<file path="src/rtl/rtc_bus_ctrl.sv">
//============================================================================
// Module      : rtc_bus_ctrl
// Description : Multiplexed address/data bus master for an RTC chip. A
//               single transaction is an address phase (A_SET, A_STB,
//               A_HOLD) followed by a data phase (D_SET, D_STB, D_HOLD),
//               each state lasting T_PHASE clocks, then a one-cycle FIN
//               that pulses done. The bidirectional A_D bus is split into
//               ad_out / ad_oe / ad_in; the tri-state pad lives above.
// Revision    : 1.0 - initial release
//----------------------------------------------------------------------------
// Parameters
//   T_PHASE  clock cycles per bus state (1..255)
// Ports
//   CLK      system clock, rising edge
//   RST      synchronous active-high reset
//   start    transaction request, sampled only in IDLE
//   rw       1 = read, 0 = write (latched with start)
//   addr     RTC register address (latched with start)
//   wdata    write data (latched with start)
//   rdata    last read data, held until the next read completes
//   busy     high while a transaction is in flight (incl. FIN)
//   done     one-cycle completion pulse
//   err      write-verify mismatch, valid with done
//   CS/RD/WR active-low strobes
//   AD       low = address phase, high = data phase
//   ad_out   bus output value, ad_oe its output enable
//   ad_in    bus input value
// Build option
//   RTC_BUS_WRITE_VERIFY_EN : every write is followed by an automatic
//   read-back of the same address; err flags a read-back mismatch.
//============================================================================
`default_nettype none

module rtc_bus_ctrl #(
    parameter int T_PHASE = 10
) (
    input  logic       CLK,
    input  logic       RST,
    input  logic       start,
    input  logic       rw,
    input  logic [7:0] addr,
    input  logic [7:0] wdata,
    output logic [7:0] rdata,
    output logic       busy,
    output logic       done,
    output logic       err,
    output logic       CS,
    output logic       RD,
    output logic       WR,
    output logic       AD,
    output logic [7:0] ad_out,
    output logic       ad_oe,
    input  logic [7:0] ad_in
);

    localparam logic [7:0] C_LAST = 8'(T_PHASE - 1);

    typedef enum logic [2:0] {
        IDLE   = 3'd0,
        A_SET  = 3'd1,
        A_STB  = 3'd2,
        A_HOLD = 3'd3,
        D_SET  = 3'd4,
        D_STB  = 3'd5,
        D_HOLD = 3'd6,
        FIN    = 3'd7
    } state_t;

    state_t     r_state;
    state_t     w_next_state;
    logic [7:0] r_cnt;
    logic       w_last;
    logic       r_rw;
    logic [7:0] r_addr;
    logic [7:0] r_wdata;
    logic [7:0] r_rdata;
    logic       w_read;
    logic       w_verify_next;

    // Last cycle of a timed state; the counter restarts on every state entry.
    assign w_last = (r_cnt == C_LAST);

`ifdef RTC_BUS_WRITE_VERIFY_EN
    logic r_verify;   // current pass is the automatic read-back of a write
    logic r_err;

    assign w_read        = r_rw | r_verify;
    assign w_verify_next = ~r_rw & ~r_verify;
    assign err           = r_err;
`else
    assign w_read        = r_rw;
    assign w_verify_next = 1'b0;
    assign err           = 1'b0;
`endif

    assign rdata = r_rdata;

    //------------------------------------------------------------------------
    // State register, phase counter and operand latches
    //------------------------------------------------------------------------
    always_ff @(posedge CLK) begin
        if (RST) begin
            r_state <= IDLE;
            r_cnt   <= 8'd0;
            r_rw    <= 1'b0;
            r_addr  <= 8'd0;
            r_wdata <= 8'd0;
            r_rdata <= 8'd0;
        end else begin
            r_state <= w_next_state;

            if (r_state == IDLE || w_next_state != r_state)
                r_cnt <= 8'd0;
            else
                r_cnt <= r_cnt + 8'd1;

            if (r_state == IDLE && start) begin
                r_rw    <= rw;
                r_addr  <= addr;
                r_wdata <= wdata;
            end

            // Sample the RTC output just before RD is released.
            if (r_state == D_STB && w_last && w_read)
                r_rdata <= ad_in;
        end
    end

`ifdef RTC_BUS_WRITE_VERIFY_EN
    always_ff @(posedge CLK) begin
        if (RST) begin
            r_verify <= 1'b0;
            r_err    <= 1'b0;
        end else begin
            if (r_state == IDLE && start) begin
                r_verify <= 1'b0;
                r_err    <= 1'b0;
            end else if (r_state == D_HOLD && w_last) begin
                if (w_verify_next)
                    r_verify <= 1'b1;
                // r_rdata already holds the read-back captured in D_STB.
                if (r_verify)
                    r_err <= (r_rdata != r_wdata);
            end
        end
    end
`endif

    //------------------------------------------------------------------------
    // Next-state logic
    //------------------------------------------------------------------------
    always_comb begin
        w_next_state = r_state;
        case (r_state)
            IDLE:    if (start)  w_next_state = A_SET;
            A_SET:   if (w_last) w_next_state = A_STB;
            A_STB:   if (w_last) w_next_state = A_HOLD;
            A_HOLD:  if (w_last) w_next_state = D_SET;
            D_SET:   if (w_last) w_next_state = D_STB;
            D_STB:   if (w_last) w_next_state = D_HOLD;
            D_HOLD:  if (w_last) w_next_state = w_verify_next ? A_SET : FIN;
            FIN:     w_next_state = IDLE;
            default: w_next_state = IDLE;
        endcase
    end

    //------------------------------------------------------------------------
    // Bus outputs, decoded from state only so that a reset edge releases
    // every strobe on that same edge.
    //------------------------------------------------------------------------
    always_comb begin
        CS     = 1'b1;
        RD     = 1'b1;
        WR     = 1'b1;
        AD     = 1'b1;
        ad_oe  = 1'b0;
        ad_out = 8'd0;
        busy   = 1'b1;
        done   = 1'b0;
        case (r_state)
            IDLE: busy = 1'b0;
            A_SET, A_HOLD: begin
                CS     = 1'b0;
                AD     = 1'b0;
                ad_oe  = 1'b1;
                ad_out = r_addr;
            end
            A_STB: begin
                CS     = 1'b0;
                AD     = 1'b0;
                ad_oe  = 1'b1;
                ad_out = r_addr;
                WR     = 1'b0;
            end
            D_SET, D_HOLD: begin
                CS = 1'b0;
                if (!w_read) begin
                    ad_oe  = 1'b1;
                    ad_out = r_wdata;
                end
            end
            D_STB: begin
                CS = 1'b0;
                if (w_read) begin
                    RD = 1'b0;
                end else begin
                    ad_oe  = 1'b1;
                    ad_out = r_wdata;
                    WR     = 1'b0;
                end
            end
            FIN:     done = 1'b1;
            default: busy = 1'b0;
        endcase
    end

endmodule

`default_nettype wire

</file>
<file path="config.mk">
export PLATFORM = sky130hd
export DESIGN_NAME = rtc_bus_ctrl
export DESIGN_NICKNAME = d
export VERILOG_FILES = /design/src/rtl/rtc_bus_ctrl.sv
export SDC_FILE = /design/constraint.sdc
export NUM_CORES = 1
export LEC_CHECK = 0
export ABC_AREA = 1
export BUFFER_PORTS_ARGS = -buffer_cell sky130_fd_sc_hd__buf_2
export CORE_MARGIN = 5
export CORE_UTILIZATION = 49
export DETAILED_ROUTE_END_ITERATION = 8
export PLACE_DENSITY = 0.78
export SLEW_MARGIN = 5
export SYNTH_ARGS = -nofsm -noshare
export SYNTH_HDL_FRONTEND = slang
export SYNTH_SLANG_ARGS = --single-unit
</file>
<file path="constraint.sdc">
create_clock -name CLK -period 1.48 [get_ports CLK]
set_input_delay 0.296 -clock CLK [delete_from_list [all_inputs] [get_ports CLK]]
set_output_delay 0.296 -clock CLK [all_outputs]
set_load 0.01 [all_outputs]
</file>
* Word level (Yosys, flattened, before mapping) *
Cells that the tools add are included.

cells by class
  equality and inequality tests = 9
  reduce and logical (&&, ||, !) cells = 9
  multiplexer cells = 19
  add/sub/neg operators = 1

operators by type and width
  kind                                            number
  one-hot mux 3 bit (8 select lines)              1
  2-to-1 mux 3 bit                                7
  one-hot mux 8 bit (2 select lines)              1
  == test 3 bit (second input constant)           4
  adder 8 x 1 -> 8 bit (second input constant)    1
  == test 8 x 4 -> 1 bit (second input constant)  1
  2-to-1 mux 8 bit                                1
  2-to-1 mux 1 bit                                7
  == test 3 x 2 -> 1 bit (second input constant)  2
  OR reduction 3 bit                              2
  OR reduction 6 bit                              1
  one-hot mux 1 bit (2 select lines)              2
  == test 3 x 1 -> 1 bit (second input constant)  1
  logical AND 1 bit                               3
  zero test 3 bit                                 1
  != test 3 bit                                   1
  OR reduction 2 bit                              1
  logical OR 1 bit                                1

word-level totals
  bits in registers = 36
  input port bits = 28

* Longest topological paths before layout *
Gate-level depths: netlist (run 1).

  depth after elaboration = 6
  depth in mapped cells = 9
  gate-level depth less buffers = 9

* Worst setup path before layout (run 1) *
OpenSTA, ideal clock, no wires.

  path kind = register to output
  start = register r_state[2]
  end = output port ad_out[0]
  setup slack = 0.119 ns
  data arrival time = 1.065 ns
  data required time = 1.184 ns
  stages on the path, launching flop included = 5
  path through = dfxtp_1 -> inv_1 -> nor2_1 -> nand2_1 -> o22ai_1

between the ends
  cells in the longest elaborated chain, start to end = 3
  elaborated cells on any way between the ends = 9
  classes of those cells = eq/ne (6); mux (1); reduce/logical (2)

ends and longest elaborated chain
  item                                         line  RTL
  start, declared                              69    state_t r_state;
  start signal, assigned                       110   r_state <= w_next_state;
  == test 3 bit, or another cell as far along  180   case (r_state)
  OR reduction 3 bit (no source line)          n/a
  one-hot mux 8 bit (2 select lines) (*)       180
  end, declared                                51    output logic [7:0] ad_out,

Mark *: on every way between the ends. The rest lies on a longest branch, timed or not.

* Worst setup path after layout (run 1) *
  start = register r_state[0]
  end = output port ad_out[6]

The elaborated chain is that of the path after synthesis.

==> metrics, run 1 <==
cell count after placement=301; Distinct cells, synth=29; placed cell area=0.00190 mm2; WP data arrival=1.38 ns; worst-path fanout max=5; Leak Pwr=0.975 nW; die width=67.0 um; period utilization=1.13; DR WL/cell=11.9 um; CP Cell Sequence=nand2_4, inv_4, nor2_4, nand2_4, o22ai_4, buf_2; R2R setup slack=0.06 ns; Starting Density=0.517; HP Start=RST; Final Net Count=299; hpwl dp=2.63 mm; hold_buf cts=0; global-route wire length before repair=5.98 mm; DR vias=1533; Via density=4.88; final-report setup violation count=14; most frequent cells in the layout=49 x buf_2, 33 x dfxtp_1, 31 x nor2_1; outcome=complete, but fails checks; Layout area overhead=33.7%; Ports=52; worst hold-check path type=in2reg; GRT Resource Usage Total=0.176; critical register-to-register path endpoint=r_addr[4]; die footprint=0.00449 mm2; Clk Latency, worst-skew pair=0.33 ns; max cap viols=0; Mean Syn Cell Area=7.73 um2; Final Cell Area=0.00213 mm2; grt ovf=0; slowest cell on the critical path=dfxtp_4; # rows=20; Ys Warns=0; Critical R2R Launch=r_state[1]; initial antenna violation count=0; synthesized cell area=0.00159 mm2; kind of critical path=reg2out; share of cells above drive strength 1=0.389; Post-DRT Antenna Nets=0; critical path startpoint category=register; Hold Path Sink=r_state[0]; setup tns final=-1.90 ns; post-layout min period=1.67 ns; failing checks=negative setup slack; Iteration-0 DRC Markers=70; core area=0.00308 mm2; worst setup margin=-0.194 ns; # H-tree levels=2; worst vdd ir=0.000671 V; DRT Wirelength=3.74 mm; drt drc=0; Seq cells post-synth=36; Filler cells=268; clock skew=0.00961 ns; clock buffer depth=2; Hold Path Stages=2; Slew Viols, Final=0; r2r worst-path depth=7; Crit path largest cell delay=0.38 ns; root buffer cell=clkbuf_4; Sink Count=36; Vert. Die Dim=67.0 um; Most common cell on crit path=nand2_4; power density over the cells=838 mW/mm2; Worst Path Required=1.18 ns; TritonRoute pass-1 iters=4; TritonCTS Buffers=5; commonest non-fill, non-tap cell in the layout=buf_2; number of global-route vias before repair=1391; largest net degree at the start of global routing=27; upper clock frequency limit=597 MHz; Mapped Nets=236; final-report hold violation count=0; Final Wtd Congestion=0.826; post-route insts no fill=314; crit path capture type=output pin; hold slack final=0.161 ns; n_diodes=0; RSZ-0062 raised after global routing=yes; clock slew at reported path FFs=0.10 ns; register area share after synthesis=0.453; TritonCTS clock tree=built; Port Buffers=50; Synth Instances=206
==> metal layers <==
layer / vias up / wire length [um] / global-route usage
met4: 0 / 66 / 0.0658
met5: - / 0 / 0
met1: 686 / 1650 / 0.210
li1: 794 / - / -
met3: 7 / 249 / 0.0641
met2: 46 / 1780 / 0.288
==> registers in the layout (all words and copies together), names as in the netlist <==
signal   flops
r_cnt        8
r_wdata      8
r_rw         1
r_state      3
rdata        8
r_addr       8
==> report_power, final <==
group          leakage, nW  internal [W]  switching [W]
combinational        0.646     0.0000957       0.000137
sequential           0.296       0.00101      0.0000136
clock               0.0326      0.000234       0.000297
==> worst max-delay path by stage <==
stage | start | end | slack (ns)
after global placement | r_state[0] | ad_out[3] | 0.07
after detailed placement | r_state[0] | ad_out[5] | 0.003
final | r_state[0] | ad_out[6] | -0.19
after CTS | r_state[0] | ad_out[5] | -0.18
after global routing | r_state[0] | ad_out[7] | -0.28
after floorplan | r_state[2] | ad_out[0] | 0.12
==> synthesized netlist by cell type <==
library cell   n  area share
a211oi_1       1      0.0047
nand3_2        1      0.0063
o22ai_1        8       0.031
nand4_1        2      0.0079
nand3b_1       1      0.0047
xor2_1         4       0.022
conb_1         1      0.0024
nor2_4         1      0.0071
clkbuf_1       2      0.0047
buf_6          3       0.021
a21oi_2        1      0.0055
a21oi_1       17       0.053
nand2_2        2      0.0079
inv_2          2      0.0047
o21ai_2        2       0.011
inv_1         29       0.068
o21ai_0       14       0.044
nor2_2         5       0.020
nor3_1         1      0.0031
o21ai_1       11       0.035
nand3_1        6       0.019
dfxtp_1       36        0.45
buf_4          1      0.0047
inv_4          1      0.0039
nor2_1        34       0.080
nand2_1       15       0.035
xnor2_1        2       0.011
nor2_8         1       0.013
ha_1           2       0.016
==> logic make-up after synthesis <==
| family | share of synthesized area |
|---|---|
| flip-flops | 0.453 |
| buffers and inverters | 0.108 |
| AO/OA/AOI/OAI | 0.185 |
| adder cells (fa/ha/maj) | 0.0157 |
| other | 0.00236 |
| AND/OR/NAND/NOR | 0.204 |
| XOR/XNOR | 0.0330 |
==> final cells by class <==
| class | count | area, um2 | share of cell area |
|---|---|---|---|
| multi-input combinational | 133 | 816 | 0.383 |
| sequential | 36 | 729 | 0.343 |
| timing repair buffer | 61 | 339 | 0.159 |
| inverter | 32 | 130 | 0.0611 |
| clock buffer | 8 | 58.8 | 0.0276 |
| tap | 44 | 55.1 | 0.0259 |
==> worst max-delay path: cells and delay by family (launching register included) <==
family	cells	cell delay [ns]
buf+inv	2	0.19
flops	1	0.38
compound gates	1	0.12
simple gates	3	0.35
==> stage by stage <==
step | power (W) | utilization | worst slack, ns
after floorplan | 0.00117 | - | 0.119
after global placement | 0.00124 | 0.617 | 0.0719
after detailed placement | 0.00125 | 0.617 | 0.00279
after CTS | 0.00179 | 0.668 | -0.179
after global routing | 0.00187 | 0.691 | -0.278
final | 0.00178 | 0.691 | -0.194
==> what timing repair did <==
item | 4_1_cts | 5_1_grt
buffers inserted | 4 | 0
cloned | 1 | 0
setup endpoints to repair | 15 | 37
gates resized for setup | 19 | 18
pin swaps | 3 | 8
endpoints found under the hold margin | 0 | 0
Power figures use the tool's default switching activity.
==> run 2: changes to the inputs <==
--- a/config.mk
+++ b/config.mk
@@ -6,8 +6,8 @@
 export NUM_CORES = 1
 export LEC_CHECK = 0
-export ABC_AREA = 1
+export ABC_AREA = 0
 export BUFFER_PORTS_ARGS = -buffer_cell sky130_fd_sc_hd__buf_2
 export CORE_MARGIN = 5
-export CORE_UTILIZATION = 49
+export CORE_UTILIZATION = 50
 export DETAILED_ROUTE_END_ITERATION = 8
 export PLACE_DENSITY = 0.78
@@ -16,2 +16,3 @@
 export SYNTH_HDL_FRONTEND = slang
 export SYNTH_SLANG_ARGS = --single-unit
+export TNS_END_PERCENT = 20
==> constraint.sdc (replaced) <==
create_clock -name CLK -period 1.48 [get_ports CLK]
set_input_delay 0.296 -clock CLK [delete_from_list [all_inputs] [get_ports CLK]]
set_output_delay 0.296 -clock CLK [all_outputs]
set_load 0.02 [all_outputs]
==> metrics, run 2 <==
Clk Latency, worst-skew pair=0.33 ns; failing checks=negative setup slack; initial antenna violation count=0; worst hold-check path type=in2reg; final-report setup violation count=41; Overall Power=0.00177 W; leading area contributor after synthesis=dfxtp_1; Top FF cell, synth=dfxtp_1; Slew Viols, Final=0; Ys Warns=0; r2r worst-path depth=5; multi-input combinational cell area=882 um2; Final Wtd Congestion=0.793; crit path capture type=output pin; WP data arrival=1.47 ns; R2R setup slack=-0.11 ns; worst setup margin=-0.289 ns; worst vdd ir=0.000504 V; global-route wire length before repair=6.06 mm; HP Start=wdata[7]; clock slew at reported path FFs=0.11 ns; hpwl dp=2.76 mm; largest net degree at the start of global routing=36; drt drc=0; share of the synthesized area in the top cell type=0.433; Post-DRT Antenna Nets=0; post-synthesis async set-or-reset flop share=0; Filler cells=250; Vert. Die Dim=67.7 um; Final Net Count=299; critical path startpoint category=register; Layout area overhead=38.1%; # H-tree levels=2; upper clock frequency limit=565 MHz; Seq cells post-synth=36; commonest non-fill, non-tap cell in the layout=buf_2; share of cells above drive strength 1=0.379; Final Cell Area=0.00230 mm2; clock skew=0.00740 ns; Sink Count=36; number of flops mapped to enable cells by yosys=0; top post-synthesis cells by count=38 x nand2_1, 36 x dfxtp_1, 22 x a21oi_1; power density over the cells=768 mW/mm2; top-count cell post-synth=nand2_1; TritonCTS Buffers=5; critical register-to-register path endpoint=rdata[5]; hold_buf cts=0; die footprint=0.00458 mm2; synthesized cell area=0.00166 mm2; Ports=52; hold slack final=0.189 ns; Hold Path Stages=3; Critical R2R Launch=r_cnt[7]; Hold Path Sink=r_wdata[7]; GRT Resource Usage Total=0.172; dpl ws=-0.127 ns; root buffer cell=clkbuf_4; clock buffer depth=2; TritonRoute pass-1 iters=4; Iteration-0 DRC Markers=83; outcome=complete, but fails checks; Port Buffers=50; max cap viols=0; Mean Syn Cell Area=8.58 um2; Starting Density=0.507; Mapped Nets=224; # rows=21; TritonCTS clock tree=built; DR WL/cell=12.1 um; Synth Instances=194; core area=0.00328 mm2; final-report hold violation count=0; kind of critical path=reg2out; placed cell area=0.00211 mm2; Leak Pwr=0.973 nW; Via density=5.01; register area share after synthesis=0.433; Reg area=731 um2; top cells by area, synth=dfxtp_1 43%, nand2_1 8.6%, a21oi_1 6.6%; die width=67.7 um; worst-path fanout max=5; most frequent cells in the layout=38 x buf_2, 37 x nand2_1, 32 x dfxtp_1; grt ovf=0; DR vias=1578; Distinct cells, synth=37; DRT Wirelength=3.82 mm; RSZ-0062 raised after global routing=yes; post-layout min period=1.77 ns; n_diodes=0; Worst Path Required=1.18 ns; number of global-route vias before repair=1414; period utilization=1.20
-- run 2: cell types whose count changed in the layout (fill, tap and decap cells not counted), sizes merged, moves of 17 or more --
cell and change:
buf +19, inv -27, nand2 +20, nand2b +17, nor2 -36, o21ai -25
-- run 2: how the worst max path moves through the flow --
| stage | startpoint | end | slack (ns) | cells past startpoint |
|---|---|---|---|---|
| after floorplan | r_cnt[7] | r_state[1] | -0.13 | 4 |
| after global placement | r_cnt[7] | rdata[0] | -0.07 | 5 |
| after detailed placement | r_cnt[7] | rdata[5] | -0.13 | 5 |
| after CTS | r_state[1] | ad_out[3] | -0.32 | 4 |
| after global routing | r_state[0] | ad_out[3] | -0.36 | 4 |
| final | r_state[0] | ad_out[3] | -0.29 | 4 |
-- run 2: per-stage QoR --
step / cells / utilization / setup TNS [ns]
detailed placement: 304 / 0.643 / -0.988
finish: 315 / 0.700 / -5.27
CTS: 314 / 0.687 / -4.70
global route: 315 / 0.700 / -7.76
floorplan: 194 / - / -1.13
global placement: 304 / 0.643 / -0.637
-- run 2: timing repair --
| item | 4_1_cts | 5_1_grt |
|---|---|---|
| buffers inserted | 3 | 1 |
| resized for setup | 24 | 12 |
| pin swaps | 3 | 10 |
| endpoints found under the setup margin | 45 | 40 |
-- run 2: cell type report --
| cell class | count | share of cell area |
|---|---|---|
| inverters | 5 | 0.00817 |
| well taps | 46 | 0.0250 |
| clock inverters | 1 | 0.00218 |
| repair buffers | 80 | 0.245 |
| multi-input cells | 141 | 0.384 |
| flip-flops and latches | 36 | 0.318 |
| clock buffers | 6 | 0.0180 |
-- run 2: kinds of logic after synthesis --
family,after synthesis,share of synthesized area
other cells,1,0.00225
fa+ha+maj,2,0.0150
buf+inv,17,0.0632
xor+xnor,3,0.0158
flops,36,0.433
mux,8,0.0481
simple gates,88,0.278
compound gates,39,0.144
-- run 2: routing by layer --
layer	vias up	routed length (um)	part of all wire	global-route usage
li1	814	-	-	-
met5	-	0	0	0
met2	50	1830	0.48	0.294
met4	0	0	0	0.0380
met3	0	240	0.063	0.0483
met1	714	1750	0.46	0.212
-- run 2: power breakdown --
group	switching [W]	total, W	internal, W
registers	0.0000220	0.00102	0.00100
clock network	0.000305	0.000480	0.000175
logic	0.000131	0.000262	0.000130
-- run 2: worst max-delay path: stages, from the launching register on --
cell      delay, ns
dfxtp_4        0.38
a211oi_4       0.33
buf_4          0.18
a22o_1         0.14
buf_6          0.12
